===== src/rtl/sram_access_sequencer.sv =====
// sram_access_sequencer
//   Sole owner of the external 8-bit SRAM control strobes. Arbitrates single-byte
//   accesses between the acquisition byte stream and MCU register-driven
//   writes/reads. Produces the WE_n / OE_n / DQ-drive sequence and a one-cycle
//   address-counter increment after every completed access.
//
// Ports
//   CLOCK, RESET                 master clock (posedge), async active-high reset
//   ACQ_WR, ACQ_DATA             one-cycle acquisition byte strobe + data
//   MCU_WR_REQ/DATA/ACK          level write request, one-cycle completion ack
//   MCU_RD_REQ/ACK, MCU_RD_DATA  level read request, ack, last byte read
//   SRAM_FULL                    full flag from the address counter
//   SRAM_DQ_IN/OUT, SRAM_DQ_OE   SRAM data bus sample / drive value / drive enable
//   SRAM_WE_n, SRAM_OE_n         SRAM strobes, active low
//   ADDR_INC                     one-cycle increment strobe to the address counter
//   BUSY                         high whenever an access is in progress
//   ACQ_OVERRUN, WR_DISCARD      sticky error flags, cleared by FLAG_CLR
module sram_access_sequencer #(
    parameter int WR_PULSE_CYCLES = 2,
    parameter int RD_WAIT_CYCLES  = 2
) (
    input  logic       CLOCK,
    input  logic       RESET,
    input  logic       ACQ_WR,
    input  logic [7:0] ACQ_DATA,
    input  logic       MCU_WR_REQ,
    input  logic [7:0] MCU_WR_DATA,
    output logic       MCU_WR_ACK,
    input  logic       MCU_RD_REQ,
    output logic       MCU_RD_ACK,
    output logic [7:0] MCU_RD_DATA,
    input  logic       SRAM_FULL,
    input  logic [7:0] SRAM_DQ_IN,
    output logic [7:0] SRAM_DQ_OUT,
    output logic       SRAM_DQ_OE,
    output logic       SRAM_WE_n,
    output logic       SRAM_OE_n,
    output logic       ADDR_INC,
    output logic       BUSY,
    output logic       ACQ_OVERRUN,
    output logic       WR_DISCARD,
    input  logic       FLAG_CLR
);

    localparam int MAX_WAIT = (WR_PULSE_CYCLES > RD_WAIT_CYCLES) ? WR_PULSE_CYCLES : RD_WAIT_CYCLES;
    localparam int CNT_W    = $clog2(MAX_WAIT + 1);

    // Counters are loaded with N-1 and the state exits when they reach zero.
    localparam logic [CNT_W-1:0] WR_RELOAD = CNT_W'(WR_PULSE_CYCLES - 1);
    localparam logic [CNT_W-1:0] RD_RELOAD = CNT_W'(RD_WAIT_CYCLES - 1);

    localparam logic [2:0] IDLE     = 3'd0;
    localparam logic [2:0] WR_SETUP = 3'd1;
    localparam logic [2:0] WR_PULSE = 3'd2;
    localparam logic [2:0] WR_HOLD  = 3'd3;
    localparam logic [2:0] INC      = 3'd4;
    localparam logic [2:0] RD_WAIT  = 3'd5;
    localparam logic [2:0] RD_LATCH = 3'd6;

    logic [2:0]       state, next_state;
    logic [CNT_W-1:0] wait_cnt, next_cnt;
    logic             mcu_wr_op;      // current write came from the MCU (ack on completion)
    logic             buf_valid;
    logic [7:0]       buf_data;

    logic             grant_acq, grant_wr, grant_rd;
    logic             acq_pending, acq_load, acq_drop, discard;
    logic [7:0]       acq_byte;

    // A byte arriving while idle with an empty buffer is granted directly, so
    // acquisition keeps its priority over MCU requests raised in the same cycle.
    assign acq_pending = buf_valid || ACQ_WR;
    assign acq_byte    = buf_valid ? buf_data : ACQ_DATA;

    // Load when the buffer is free: either empty and not bypassed, or being
    // emptied by this cycle's grant. Otherwise an incoming byte is lost.
    assign acq_load = ACQ_WR && (grant_acq ? buf_valid : !buf_valid);
    assign acq_drop = ACQ_WR && buf_valid && !grant_acq;
    assign discard  = (grant_acq || grant_wr) && SRAM_FULL;

    // NOTE: every signal written here gets a default first, so no path can
    // leave one unassigned and infer a latch.
    always_comb begin
        next_state = state;
        next_cnt   = wait_cnt;
        grant_acq  = 1'b0;
        grant_wr   = 1'b0;
        grant_rd   = 1'b0;
        case (state)
            IDLE: begin
                if (acq_pending) begin
                    grant_acq = 1'b1;
                end else if (MCU_WR_REQ && !MCU_WR_ACK) begin
                    // A discarded write acks while still IDLE; the request is
                    // still visible that cycle and must not be granted twice.
                    grant_wr = 1'b1;
                end else if (MCU_RD_REQ) begin
                    grant_rd = 1'b1;
                end
                if ((grant_acq || grant_wr) && !SRAM_FULL) begin
                    next_state = WR_SETUP;
                end else if (grant_rd) begin
                    next_state = RD_WAIT;
                    next_cnt   = RD_RELOAD;
                end
            end
            WR_SETUP: begin
                next_state = WR_PULSE;
                next_cnt   = WR_RELOAD;
            end
            WR_PULSE: begin
                if (wait_cnt == '0) next_state = WR_HOLD;
                else                next_cnt   = wait_cnt - 1'b1;
            end
            WR_HOLD:  next_state = INC;
            RD_WAIT: begin
                if (wait_cnt == '0) next_state = RD_LATCH;
                else                next_cnt   = wait_cnt - 1'b1;
            end
            RD_LATCH: next_state = INC;
            INC:      next_state = IDLE;
            default:  next_state = IDLE;
        endcase
    end

    // Strobes are registered from next_state so they change on the same edge
    // as the state they belong to, with no combinational path to the pins.
    // NOTE: sequential state uses non-blocking assignments only, so every
    // register samples pre-edge values regardless of statement order.
    always_ff @(posedge CLOCK or posedge RESET) begin
        if (RESET) begin
            state       <= IDLE;
            wait_cnt    <= '0;
            mcu_wr_op   <= 1'b0;
            buf_valid   <= 1'b0;
            buf_data    <= 8'h00;
            SRAM_WE_n   <= 1'b1;
            SRAM_OE_n   <= 1'b1;
            SRAM_DQ_OE  <= 1'b0;
            SRAM_DQ_OUT <= 8'h00;
            ADDR_INC    <= 1'b0;
            BUSY        <= 1'b0;
            MCU_WR_ACK  <= 1'b0;
            MCU_RD_ACK  <= 1'b0;
            MCU_RD_DATA <= 8'h00;
            ACQ_OVERRUN <= 1'b0;
            WR_DISCARD  <= 1'b0;
        end else begin
            state      <= next_state;
            wait_cnt   <= next_cnt;
            SRAM_WE_n  <= (next_state != WR_PULSE);
            SRAM_OE_n  <= !((next_state == RD_WAIT) || (next_state == RD_LATCH));
            SRAM_DQ_OE <= (next_state == WR_SETUP) || (next_state == WR_PULSE) ||
                          (next_state == WR_HOLD);
            ADDR_INC   <= (next_state == INC);
            BUSY       <= (next_state != IDLE);
            MCU_WR_ACK <= (grant_wr && SRAM_FULL) || ((state == WR_HOLD) && mcu_wr_op);
            MCU_RD_ACK <= (state == RD_LATCH);

            if (grant_acq) begin
                SRAM_DQ_OUT <= acq_byte;
                mcu_wr_op   <= 1'b0;
            end else if (grant_wr) begin
                SRAM_DQ_OUT <= MCU_WR_DATA;
                mcu_wr_op   <= 1'b1;
            end

            // Sample the bus at the end of the last OE_n-low cycle.
            if (state == RD_LATCH) MCU_RD_DATA <= SRAM_DQ_IN;

            if (acq_load) begin
                buf_valid <= 1'b1;
                buf_data  <= ACQ_DATA;
            end else if (grant_acq) begin
                buf_valid <= 1'b0;
            end

            // Set has priority over clear when both happen in one cycle.
            if (acq_drop)      ACQ_OVERRUN <= 1'b1;
            else if (FLAG_CLR) ACQ_OVERRUN <= 1'b0;
            if (discard)       WR_DISCARD  <= 1'b1;
            else if (FLAG_CLR) WR_DISCARD  <= 1'b0;
        end
    end

endmodule

===== config.mk =====
export PLATFORM = sky130hd
export DESIGN_NAME = sram_access_sequencer
export DESIGN_NICKNAME = d
export VERILOG_FILES = /design/src/rtl/sram_access_sequencer.sv
export SDC_FILE = /design/constraint.sdc
export NUM_CORES = 1
export LEC_CHECK = 0
export ABC_AREA = 1
export CAP_MARGIN = 30
export CORE_ASPECT_RATIO = 1.2
export CORE_MARGIN = 10
export CORE_UTILIZATION = 45
export CTS_CLUSTER_DIAMETER = 150
export CTS_CLUSTER_SIZE = 30
export DETAILED_ROUTE_END_ITERATION = 12
export PLACE_DENSITY = 0.86
export SETUP_SLACK_MARGIN = 0.05
export SYNTH_ARGS = -nofsm -noshare
export SYNTH_HDL_FRONTEND = slang
export SYNTH_SLANG_ARGS = --single-unit

===== constraint.sdc =====
create_clock -name CLOCK -period 1.5 [get_ports CLOCK]
set_input_delay 0.225 -clock CLOCK [delete_from_list [all_inputs] [get_ports CLOCK]]
set_output_delay 0.225 -clock CLOCK [all_outputs]
set_load 0.01 [all_outputs]

==> impl.org <==
** Status
- The run finished with clean final reports.

** Setup path
- The largest single stage delay on the critical path is 0.54 ns.
- By startpoint and endpoint, the worst setup path is classified as reg2out.
- Among all stages on the critical path, the largest delay is contributed by clkdlybuf4s50_1.
- The kind of cell with the highest combined delay along the critical path is buffers and inverters.
- In this run the worst path has a maximum fanout of 2.
- Data arrives at the worst endpoint at approximately 1.2 ns.
- Type of destination of the critical path :: output port
- Traced cell by cell, the critical path runs through clkdlybuf4s50_1.
- Worst Setup Start Kind :: register
- Total buffers and inverters traversed by the critical path :: 1
- Data on the critical path is required at its endpoint by ~1.3 ns.

** Floorplan
- The die is ~90 µm tall.
- Ports :: between 50 and 60
- The floorplan has 25 rows.
- The region available for standard cell placement spans between 0.003 and 0.004 mm².
- The initial utilization of the core area, before any placement, comes to between 40% and 50%.
- Floorplan die width :: 78.4 µm
- Total Die Area :: roughly 0.007 mm²

** Clock network
- Clock latency on the worst-skew pair, taken at its later pin, is just under 0.3 ns.
- Root buf cell :: clkbuf_8
- Post-cts hold buffer count :: 0
- Clock transition at the registers of the reported paths :: about 0.08 ns
- Number of clock buffers inserted by TritonCTS :: 5
- TritonCTS built the clock tree.
- Counting every sink on the clock net gives 40.
- Deepest level of the CTS H-tree :: 2
- In this run the deepest clock path goes through 2 buffers.

** Final layout
- Fraction of layout instances using a drive strength above 1 :: 16.3%
- Number of nets in the finished design :: approximately 330
- Syn-to-layout area delta :: 47.5%
- Post-route insts no fill :: roughly 350
- Fill cells in the final layout number 327.
- Antenna diode instance count :: 0

** STA
- Unrepaired setup endpoints after global routing :: false
- The final number of hold-violating endpoints came to 0.
- After routing, the total negative slack on setup checks comes to 0 ns.
- Clk_skew :: ~0.0045 ns
- At the pin with the least slew margin, the transition time is 0.357 ns.
- Max Freq :: around 700 MHz
- Final Critical Period :: 1.40 ns
- Final number of setup-violating endpoints :: 0
- Max-slew violation count :: 0
- Share of the cycle needed by the critical path after routing :: 93.5%
- In this run the tightest slew margin relative to its limit is between 70% and 80%.

** Hold path
- The path class of the tightest hold or removal check is in2async.

** GRT
- The number of global-route vias before repair was roughly 1700.
- Largest net degree at the start of global routing :: 28
- The first global-routing pass estimated between 7 and 8 mm of wire.
- Antenna violations before repair :: 0
- The total overflow left after global routing is 0.
- Global routing consumed, over all layers together, 13.1% of the routing resources.

** Synth
- The number of nets in the synthesized netlist is between 200 and 300.
- Post-synth cell types :: 24
- Sequential elements use 54.5% of the synthesized area.
- Post-synthesis register bit count :: 40
- Syn Inst Count :: approximately 220
- Warning count from the yosys run :: 0
- After synthesis, the mean cell area works out to 8.40 µm².
- Area of the mapped netlist :: 0.00184 mm²

** Routing
- Summed over all layers, the routed wires come to ~4.7 mm.
- In the final routed layout, each cell accounts on average for about 14 µm.
- For this run, design rule violations remaining after detail routing come to 0.
- For this run, the detailed router's first-pass iteration total came to 4.
- The detailed router finished its first iteration with 74 violations.
- Post-detailed-route count of antenna-violating nets :: 0
- Vias per cell :: roughly 4.8
- For this block, the via count after detailed routing is 1654.

** Placed design
- Detailed placer's ending HPWL :: between 3 and 4 mm
- Placed Cells :: 333
- IO Port Bufs :: 55
- At the end of routability-driven placement, the weighted congestion stood at between 0.8 and 0.9.

** Pwr
- For this design the ratio of total power to cell area is approximately 2000 mW/mm².
- IR analysis of the VDD net gives a maximum drop of roughly 1.1 mV.
- Summed over all cells, the static leakage comes to about 1.5 nW.

** Job
- Across the run, the number of max-cap violations was 0.
==> timing repair <==
item,CTS,global route
pin swaps,0,8
cloned,0,1
gates resized for setup,2,31
setup buffers,0,6
endpoints found under the setup margin,2,40
==> cell usage in the layout, fill, tap and decap left out, types with 2 or more instances in the layout <==
cell and instances:
inv_2 3, dfrtp_1 36, dfrtp_2 2, dlymetal6s2s_1 17, dfstp_2 2, o21ai_0 11, clkdlybuf4s50_1 36, nand3_1 12
nor2_4 6, dlygate4sd2_1 2, nand3_2 2, buf_4 13, nand2_1 77, nor2_2 3, o211ai_1 8, nand2_4 2
o21ai_1 7, nand2_2 2, inv_1 22, clkbuf_8 5, nor2_1 13, clkbuf_1 2, or2_2 3
==> registers in the layout (all words and copies together), names as in the netlist, 2 cells and up <==
name,count
MCU_RD_DATA,8
SRAM_DQ_OUT,8
buf_data,8
state,3
wait_cnt,2
==> layout make-up <==
class                      instances  area [µm²]  share of cell area [%]
multi-input combinational        151         767                    28.2
clock inverter                     1        5.00                   0.184
inverter                          26         100                    3.69
clock buffer                       7        76.3                    2.81
sequential                        40        1010                    37.1
tap                               54        67.6                    2.49
timing repair buffer              69         693                    25.5
==> synth_stat cells <==
cell	n	area (µm²)
buf_6	1	11.3
or2_0	1	6.26
dfstp_2	2	52.6
o21ai_0	12	60.1
dfrtp_1	38	951
o22ai_1	1	6.26
nand3_2	1	10.0
nand2_2	1	6.26
nor2_1	15	56.3
o21ai_1	6	30.0
nor2_4	5	56.3
nand2_4	1	11.3
ha_1	1	12.5
buf_2	1	5.00
a21oi_1	1	5.00
o21ai_2	1	8.76
inv_2	4	15.0
o211ai_1	8	60.1
nand2_1	79	297
nor2_2	1	6.26
buf_4	1	7.51
inv_1	22	82.6
nand3_1	13	65.1
or2_2	3	18.8
==> routing by layer <==
layer / vias to the layer above / share of wire (%) / track usage, %
met4: 0 / 1.3 / 4.49
met2: 43 / 55 / 23.0
met1: 768 / 38 / 13.7
met3: 7 / 6.2 / 5.28
met5: - / 0 / 0
li1: 836 / - / -
==> cells by family (layout without fill, tap and decap cells) <==
group / count (synthesis) / after routing / share of synthesized area, %
buf+inv: 29 / 103 / 6.59
fa+ha+maj: 1 / 1 / 0.680
flops: 40 / 40 / 54.5
simple gates: 120 / 121 / 29.0
compound gates: 29 / 29 / 9.25
==> through the flow <==
| stage | hold WS (ns) | setup slack [ns] | cell area [µm²] | util, % | power (mW) |
|---|---|---|---|---|---|
| after detailed placement | 0.457 | -0.0811 | 2490 | 63.3 | 4.63 |
| after CTS | 0.245 | 0.0521 | 2570 | 65.3 | 5.31 |
| after floorplan | 0.332 | 0.238 | 1840 | - | 3.50 |
| after global placement | 0.453 | -0.00652 | 2490 | 63.3 | 4.52 |
| after global routing | 0.267 | 0.0344 | 2720 | 68.9 | 6.03 |
| final | 0.248 | 0.0973 | 2720 | 68.9 | 5.53 |
==> power breakdown <==
part | leakage, nW | internal [mW] | switching (mW)
sequential | 0.488 | 1.60 | 0.279
clock | 0.0422 | 0.326 | 0.359
combinational | 0.943 | 1.34 | 1.63
total | 1.47 | 3.26 | 2.27
==> worst paths after layout <==
kind / from / endpoint / slack, ns / cells after the start
worst min register to register: MCU_RD_DATA[0] / MCU_RD_DATA[0] / 0.47 / 2
worst max-delay path: SRAM_DQ_OUT[0] / SRAM_DQ_OUT[0] / 0.1 / 1
max in group asynchronous: RESET / SRAM_WE_n / 0.86 / 3
min in group CLOCK: SRAM_DQ_IN[6] / MCU_RD_DATA[6] / 0.47 / 3
worst min-delay path: RESET / MCU_RD_DATA[5] / 0.25 / 3
worst max register to register: state[2] / mcu_wr_op / 0.12 / 6
Power figures use the tool's default switching activity.
